[config.mk]
export PLATFORM = sky130hd
export DESIGN_NAME = address_sequencer
export DESIGN_NICKNAME = d
export VERILOG_FILES = /design/src/rtl/address_sequencer.sv
export SDC_FILE = /design/constraint.sdc
export NUM_CORES = 1
export LEC_CHECK = 0
export BUFFER_PORTS_ARGS = -buffer_cell sky130_fd_sc_hd__buf_2
export CORE_MARGIN = 3
export CORE_UTILIZATION = 35
export CTS_BUF_LIST = sky130_fd_sc_hd__clkbuf_4
export CTS_CLUSTER_SIZE = 24
export DETAILED_ROUTE_END_ITERATION = 8
export PLACE_DENSITY = 0.61
export SYNTH_ARGS = -nofsm -noshare
export SYNTH_HDL_FRONTEND = slang
export SYNTH_SLANG_ARGS = --single-unit
[constraint.sdc]
create_clock -name clk -period 4.39 [get_ports clk]
set_input_delay 0.439 -clock clk [delete_from_list [all_inputs] [get_ports clk]]
set_output_delay 0.439 -clock clk [all_outputs]
set_load 0.05 [all_outputs]
[src/rtl/address_sequencer.sv]
// Address-register load controller and fetch/data arbiter for the single memory port.
// Optional ACCESS watchdog enabled by defining ADDR_SEQ_TIMEOUT_EN.
module address_sequencer #(
    parameter int unsigned MAX_BURST = 16,
    parameter int unsigned TIMEOUT   = 255
) (
    input  logic       clk,
    input  logic       reset,
    input  logic       fetch_req,
    input  logic       data_req,
    input  logic [4:0] data_count,
    input  logic       mem_ready,
    output logic [1:0] addr_sel,
    output logic       addr_update,
    output logic       mem_req,
    output logic       is_data,
    output logic       busy,
    output logic       done,
    output logic [4:0] words_left,
    output logic       timeout_err
);

    typedef enum logic [2:0] {IDLE, LOAD, ACCESS, STEP, FINISH} state_e;

    localparam logic [1:0] SEL_ALU = 2'b00;
    localparam logic [1:0] SEL_PC  = 2'b01;
    localparam logic [1:0] SEL_INC = 2'b10;

    if (MAX_BURST < 1 || MAX_BURST > 31) begin : g_bad_max_burst
        $error("address_sequencer: MAX_BURST must be within 1..31");
    end
    if (TIMEOUT < 1) begin : g_bad_timeout
        $error("address_sequencer: TIMEOUT must be at least 1");
    end

    state_e     state_q, state_d;
    logic [4:0] words_q, words_d;
    logic       is_data_q, is_data_d;
    logic       timeout_q, timeout_d;

`ifdef ADDR_SEQ_TIMEOUT_EN
    localparam int unsigned CNT_W = (TIMEOUT > 255) ? $clog2(TIMEOUT + 1) : 8;
    logic [CNT_W-1:0] wait_cnt_q, wait_cnt_d;
`endif

    function automatic logic [4:0] clamp_count(input logic [4:0] count);
        if (count == 5'd0)
            return 5'd1;
        else if (32'(count) > MAX_BURST)
            return 5'(MAX_BURST);
        else
            return count;
    endfunction

    // NOTE: every variable gets its default before the case so no path
    // leaves it unassigned, which would otherwise infer a latch.
    always_comb begin
        state_d   = state_q;
        words_d   = words_q;
        is_data_d = is_data_q;
        timeout_d = 1'b0;
`ifdef ADDR_SEQ_TIMEOUT_EN
        wait_cnt_d = wait_cnt_q;
`endif
        unique case (state_q)
            IDLE: begin
                is_data_d = 1'b0;
                if (data_req) begin
                    state_d   = LOAD;
                    is_data_d = 1'b1;
                    words_d   = clamp_count(data_count);
                end else if (fetch_req) begin
                    state_d = LOAD;
                    words_d = 5'd1;
                end
            end
            LOAD, STEP: begin
                state_d = ACCESS;
`ifdef ADDR_SEQ_TIMEOUT_EN
                wait_cnt_d = '0;
`endif
            end
            ACCESS: begin
                if (mem_ready) begin
                    words_d = words_q - 5'd1;
                    state_d = (words_q == 5'd1) ? FINISH : STEP;
                end
`ifdef ADDR_SEQ_TIMEOUT_EN
                else if (wait_cnt_q == CNT_W'(TIMEOUT - 1)) begin
                    // Abort skips FINISH so no done pulse is produced.
                    state_d   = IDLE;
                    words_d   = 5'd0;
                    is_data_d = 1'b0;
                    timeout_d = 1'b1;
                end else begin
                    wait_cnt_d = wait_cnt_q + CNT_W'(1);
                end
`endif
            end
            FINISH: begin
                state_d   = IDLE;
                words_d   = 5'd0;
                is_data_d = 1'b0;
            end
            default: state_d = IDLE;
        endcase
    end

    // NOTE: state registers use non-blocking assignments so every flop
    // samples the pre-edge value of its neighbours.
    always_ff @(posedge clk) begin
        if (reset) begin
            state_q   <= IDLE;
            words_q   <= 5'd0;
            is_data_q <= 1'b0;
            timeout_q <= 1'b0;
        end else begin
            state_q   <= state_d;
            words_q   <= words_d;
            is_data_q <= is_data_d;
            timeout_q <= timeout_d;
        end
    end

`ifdef ADDR_SEQ_TIMEOUT_EN
    always_ff @(posedge clk) begin
        if (reset)
            wait_cnt_q <= '0;
        else
            wait_cnt_q <= wait_cnt_d;
    end
    assign timeout_err = timeout_q;
`else
    assign timeout_err = 1'b0;
    logic unused_timeout;
    assign unused_timeout = timeout_q;
`endif

    // Outputs decode from state and registers only; no input reaches an output directly.
    always_comb begin
        addr_sel = SEL_PC;
        if (state_q == LOAD)
            addr_sel = is_data_q ? SEL_ALU : SEL_PC;
        else if (state_q == STEP)
            addr_sel = SEL_INC;
    end

    assign addr_update = (state_q == LOAD) || (state_q == STEP);
    assign mem_req     = (state_q == ACCESS);
    assign is_data     = is_data_q;
    assign busy        = (state_q != IDLE);
    assign done        = (state_q == FINISH);
    assign words_left  = words_q;

endmodule

==> results.ini, run 1 <==
[clock_tree]
ctsLongestPathBuffers = 2
cts_hold_buf = 0
numCtsBuffers = 3
clk_pin_slew_ps = 60
root_buffer = clkbuf_4
cts_setup_buffers = 0
clkLatencyLatePin_ps = 260
cts_resized = 0
cts_tree = built
cts_max_level = 1
cts_sinks = 9

[synthesis]
ys_types = 33
ys_dominant_reg_cell = dfxtp_1
synth-adder-area-share = 0.0413
synthXorXnorAreaFrac = 0.0145
post-synth-top-area-cell = dfxtp_1
synth_compound_area_frac = 0.289
yosysSeqAreaShare = 0.298
synth_edf_count = 0
ys_seq_elements = 9
synth-simple-area-share = 0.252
yosys_warnings = 0
synth.cell_area_um2 = 606
postSynthAreaPerCell_um2 = 8.07
async_flop_share = 0
synthesis.nets = 87
synth_top_area_share = 0.298
synth_mux_area_frac = 0
synth_top_family_by_area = compound AO/OA/AOI/OAI gates
syn_inst = 75
ys_top_cells_by_area = dfxtp_1 (30%), inv_1 (5.6%), o32a_1 (5.0%), a2111oi_4 (4.5%), o32ai_1 (4.3%)

[sta]
max_clock_freq_mhz = 490
finalSetupViolations = 0
tns_ps = 0
grt_setup_unrepaired = false
fin_skew_ps = 7.36
maxSlewHeadroom = 0.661
worst_pin_slew_ps = 508
fin_crit_sh = 0.465
hold_viol = 0
min_period_ps = 2040
worst_slack_ps = 2350
finalMaxSlewViolations = 0

[setup_path]
r2r_setup_slack_ps = 2700
crit_slowest_cell = dfxtp_1
crit_family = flip-flops
reg2reg_from = state_q[1]
arrival_ps = 1600
reg2reg_to = words_left[2]
crit_buf_inv = 2
reg2regPathDepth = 4
max_stage_delay_ps = 610
path_cells = nand2_1 > inv_1 > buf_2
path_class = register to output pin
worst_setup_path_end_kind = output pin
cp.required_ps = 3950
worst_setup_path_start_kind = register
crit_fanout = 14

[drt]
drtIter0Drc = 17
ant_nets = 0
route.detailed.drc = 0
via_per_inst = 5.39
dr.pass1.iters = 4
drt-total-wl_um = 1450
wire_per_inst_um = 13.0
num_vias = 598

[grt]
grt_pass1_vias = 523
antenna_found_initial = 0
gr-total-overflow = 0
grt_max_degree = 15
grtUsageTotal = 0.151
grt_first_pass_wirelength_um = 2300

[placement]
dp_slack_ps = 2640
gp_congestion = 0.749
dpl.hpwl_um = 1130
port_buffers = 21

[power]
total_power_uw = 301
ir_drop_v = 0.000189
sw_frac_of_total = 0.427
p_sw_uw = 129
leakage_uw = 0.000326
p_comb_frac = 0.420
power_frac_seq = 0.346
p_per_area_nw_per_um2 = 410
p_int_uw = 173
clkPwrFrac = 0.234

[layout]
fillers = 147
drive_gt1_frac = 0.305
areaGrowthSynthToFinish_pct = 21.3
fin_nets = 108
diodes = 0
fin_util = 0.471

[floorplanning]
die_area_um2 = 2270
io_pins = 23
fp.dieH_um = 47.6
initial_utilization = 0.388
row_count = 14
fp.dieW_um = 47.6
core_area_um2 = 1560

[run]
cap_viol_max_count = 0

[min_path]
hold_class = input pin to register
min_path_cells = 2
min_from = reset
holdPathEnd = words_left[0]

[run_status]
status = finished, final reports clean

## cells in the final DEF, fill, tap and decap left out
cell and count:
nor3_1 4, nor3b_1 1, nor2b_1 1, nand2_1 5, xnor2_1 1, and2_1 1
or4b_2 1, a211oi_1 1, o21ai_1 1, nand2b_1 1, a2111oi_4 1, conb_1 1
o32ai_1 3, nor4_1 1, nor2b_4 1, nor4_2 1, a21boi_0 2, buf_2 21
o21a_1 2, o32a_1 3, nor2_1 5, a31oi_1 1, o21ai_0 3, a311oi_1 1
clkbuf_4 4, or3_1 1, nand3_1 4, ha_1 2, inv_1 9, o2bb2ai_1 1
dfxtp_1 9, a21oi_1 2
## worst register-to-register path: cells and delay by family (launching register included)
| family | cells | cell delay (ps) |
|---|---|---|
| flip-flops | 1 | 610 |
| AO/OA/AOI/OAI | 2 | 660 |
| AND/OR/NAND/NOR | 2 | 310 |
## cell families (layout without fill, tap and decap cells)
logic type,count (synthesis),in the layout
xor+xnor,1,1
fa+ha+maj,2,2
simple gates,27,27
compound gates,21,21
other cells,1,1
flops,9,9
buf+inv,14,34
## Yosys cell counts, types with 2 or more instances
cell type and n:
ha_1 2, o32a_1 3, buf_2 3, o21ai_0 3, a21boi_0 2, nand3_1 4
inv_1 9, a21oi_1 2, o32ai_1 3, o21a_1 2, dfxtp_1 9, nor2_1 5
nor3_1 4, nand2_1 5
## power by group through the flow
stage / Combinational, uW / Sequential (uW) / Clock (uW)
after floorplan: 82.8 / 123 / 0
after global placement: 127 / 106 / 0
after detailed placement: 127 / 106 / 0
after CTS: 127 / 104 / 76.4
after global routing: 137 / 107 / 78.5
final: 126 / 104 / 70.5
## routing by layer
metal  vias up  GRT usage  share of wire
met1       270      0.184           0.46
met2        17      0.230           0.47
met5         -          0              0
met4         0     0.0968         0.0090
li1        309          -              -
met3         2     0.0451          0.067
## cell type report
type,count,area [um2],share of cell area
Clock buffer,4,30.0,0.0409
Inverter,9,33.8,0.0460
Multi-Input combinational cell,52,365,0.497
Sequential cell,9,180,0.245
Tap cell,16,20.0,0.0273
Timing Repair Buffer,21,105,0.143
## through the flow
stage / hold slack [ps] / instance area [um2] / cells
after detailed placement: 480 / 704 / 107
after CTS: 462 / 734 / 111
after global routing: 492 / 734 / 111
after floorplan: 586 / 606 / 75
after global placement: 484 / 704 / 107
final: 484 / 734 / 111
## how the worst max path moves through the flow
stage          startpoint  depth (start not counted)          end
6_report       state_q[1]                          3      mem_req
5_1_grt        state_q[1]                          3      mem_req
4_1_cts        state_q[1]                          3      mem_req
3_5_place_dp   state_q[1]                          3      mem_req
3_3_place_gp   state_q[1]                          3      mem_req
2_1_floorplan  state_q[0]                          3  addr_sel[0]
## state kept, by name, summed over array words and instances (netlist names)
register    flops
words_left      5
state_q         3
is_data         1
No activity file was read; power rests on OpenSTA's default activity.
==> run 2: changes to the inputs <==
--- a/config.mk
+++ b/config.mk
@@ -5,13 +5,14 @@
 export SDC_FILE = /design/constraint.sdc
 export NUM_CORES = 1
 export LEC_CHECK = 0
+export ABC_AREA = 1
 export BUFFER_PORTS_ARGS = -buffer_cell sky130_fd_sc_hd__buf_2
 export CORE_MARGIN = 3
 export CORE_UTILIZATION = 35
 export CTS_BUF_LIST = sky130_fd_sc_hd__clkbuf_4
 export CTS_CLUSTER_SIZE = 24
 export DETAILED_ROUTE_END_ITERATION = 8
-export PLACE_DENSITY = 0.61
+export PLACE_DENSITY = 0.6
 export SYNTH_ARGS = -nofsm -noshare
 export SYNTH_HDL_FRONTEND = slang
 export SYNTH_SLANG_ARGS = --single-unit
==> constraint.sdc (replaced) <==
create_clock -name clk -period 2 [get_ports clk]
set_input_delay 0.2 -clock clk [delete_from_list [all_inputs] [get_ports clk]]
set_output_delay 0.2 -clock clk [all_outputs]
set_load 0.05 [all_outputs]
==> run 2 against run 1 <==
Non-clock buffer count unchanged. Global-route usage down 1.1 points. Hold slack worse by 340 ps. Die area up 14%. Power rose to 4.8 times the previous value. Final area up 16%. Via count up 17%. Routed wire length up 6.3%. Highest routed layer is now met3.
==> results.ini, run 2 <==
[run_status]
status = finished, final reports clean

[synthesis]
ys_seq_elements = 9  ; unchanged
postSynthAreaPerCell_um2 = 6.67  ; -17%
post-synth-top-area-cell = dfxtp_1
synthesis.nets = 117  ; +34%
synth_top_area_share = 0.257  ; -0.0404
ys_top_cells_by_area = dfxtp_1 (26%), nand2_1 (13%), nor2_1 (9.6%), nand3_1 (7.1%), inv_1 (7.0%)
syn_inst = 105  ; +40%
synth_edf_count = 0  ; unchanged
synth_most_common_cell = nand2_1
ys_types = 26  ; -21%
synth.cell_area_um2 = 701  ; +16%
yosysSeqAreaShare = 0.257  ; -0.0404
yosys_warnings = 0  ; unchanged
async_flop_share = 0  ; unchanged
synth_common_cells = nand2_1 (25), nor2_1 (18), inv_1 (13)
ys_dominant_reg_cell = dfxtp_1

[clock_tree]
cts_tree = built
clk_pin_slew_ps = 70  ; about the same
cts_sinks = 9  ; unchanged
numCtsBuffers = 3  ; unchanged
cts_setup_buffers = 0  ; unchanged
cts_hold_buf = 0  ; unchanged
clkLatencyLatePin_ps = 260  ; about the same
ctsLongestPathBuffers = 2  ; unchanged
cts_resized = 0  ; unchanged
root_buffer = clkbuf_4
cts_max_level = 1  ; unchanged

[power]
ir_drop_v = 0.000530  ; +180%
p_per_area_nw_per_um2 = 1700  ; +320%
total_power_uw = 1450  ; +380%
leakage_uw = 0.000471  ; +45%

[drt]
dr.pass1.iters = 4  ; unchanged
drtIter0Drc = 11  ; -6
ant_nets = 0  ; unchanged
wire_per_inst_um = 10.0  ; -23%
top_layer_used = met3
wl_met1_um = 786  ; +19%
wl_met3_um = 56  ; -42%
num_vias = 701  ; +17%
via_per_inst = 4.58  ; -15%
route.detailed.drc = 0  ; unchanged
drt-total-wl_um = 1540  ; +6.3%
wl_met2_um = 693  ; +3.0%

[layout]
fin_util = 0.473  ; +0.00181
most-common-layout-cells = nand2_1 (25), buf_2 (21), nor2_1 (18), inv_1 (13), nand3_1 (10)
fin_nets = 141  ; +31%
largest_register_ffs = 5  ; unchanged
final_common_cell = nand2_1
fillers = 207  ; +41%
diodes = 0  ; unchanged
areaGrowthSynthToFinish_pct = 21.6
drive_gt1_frac = 0.305  ; -0.000576

[sta]
grt_setup_unrepaired = false
fin_crit_sh = 0.802
min_period_ps = 1600
hold_slack_ps = 147  ; -337 ps
fin_skew_ps = 6.37  ; -0.991 ps
worst_slack_ps = 397  ; -1950 ps
tns_ps = 0  ; unchanged
finalSetupViolations = 0  ; unchanged
max_clock_freq_mhz = 624
hold_viol = 0  ; unchanged
finalMaxSlewViolations = 0  ; unchanged

[setup_path]
worst_setup_path_end_kind = output pin
reg2regPathDepth = 7  ; +3
path_class = register to output pin
reg2reg_from = words_left[0]
r2r_setup_slack_ps = 760  ; -1940 ps
cp.required_ps = 1800  ; -2150 ps
worst_setup_path_start_kind = register
arrival_ps = 1400  ; -200 ps
crit_fanout = 8  ; -6
reg2reg_to = words_left[2]

[grt]
grt_first_pass_wirelength_um = 2700  ; +17%
gr-total-overflow = 0  ; unchanged
grtUsageTotal = 0.140  ; -0.0110
grt_pass1_vias = 603  ; +15%
antenna_found_initial = 0  ; unchanged
grt_max_degree = 10  ; -5

[floorplanning]
io_pins = 23  ; unchanged
fp.dieW_um = 50.7  ; +6.6%
initial_utilization = 0.389  ; +0.000446
die_area_um2 = 2570  ; +14%
core_area_um2 = 1800  ; +16%
fp.dieH_um = 50.7  ; +6.6%
row_count = 15  ; +1

[placement]
gp_congestion = 0.847  ; +13%
dpl.hpwl_um = 1250  ; +11%
port_buffers = 21  ; unchanged
dp_slack_ps = 681  ; -1960 ps

[min_path]
hold_class = input pin to register
min_path_cells = 2  ; unchanged
holdPathEnd = is_data
min_from = reset

[run]
cap_viol_max_count = 0  ; unchanged

run 2: cell count changes after synthesis, moves of 4 or more:
cell and delta:
inv_1 +4, nand2_1 +20, nand3_1 +6, nor3_1 -4
nor2_1 +13
run 2: how the worst max path moves through the flow:
stage                     startpoint           to  slack (ps)  cells past startpoint
after floorplan              is_data  addr_sel[0]         160                      1
after global placement    state_q[1]      mem_req         700                      3
after detailed placement  state_q[1]      mem_req         680                      3
after CTS                 state_q[1]      mem_req         390                      3
after global routing      state_q[1]      mem_req         330                      3
final                     state_q[1]      mem_req         400                      3
run 2: worst max-delay path: stages, from the launching register on:
cell	delay, ps
dfxtp_1	620
nand2_4	170
inv_6	100
buf_2	260
run 2: logic make-up after synthesis:
kind of cell | synth area share
AND/OR/NAND/NOR | 0.493
AO/OA/AOI/OAI | 0.0875
flip-flops | 0.257
buffers and inverters | 0.109
other | 0.00535
adder cells (fa/ha/maj) | 0.0357
XOR/XNOR | 0.0125
run 2: final cells by class:
type,instances,area (um2),area share
Sequential cell,9,180,0.211
Timing Repair Buffer,21,105,0.123
Multi-Input combinational cell,79,444,0.521
Clock buffer,4,30.0,0.0352
Inverter,15,61.3,0.0720
Tap cell,25,31.3,0.0367
run 2: per-layer routing:
| metal | vias up | global-route usage |
|---|---|---|
| met3 | 0 | 0.0267 |
| li1 | 377 | - |
| met4 | 0 | 0.0807 |
| met2 | 13 | 0.202 |
| met1 | 311 | 0.192 |
| met5 | - | 0 |
run 2: power by group:
part | switching (uW) | internal [uW] | total, uW
sequential | 99.0 | 246 | 345
clock | 66.1 | 90.4 | 157
combinational | 680 | 270 | 949
total | 845 | 606 | 1450
run 2: per-stage QoR:
| stage | instances | instance area [um2] |
|---|---|---|
| detailed placement | 149 | 822 |
| CTS | 153 | 852 |
| global route | 153 | 852 |
| global placement | 149 | 822 |
| finish | 153 | 852 |
| floorplan | 105 | 701 |
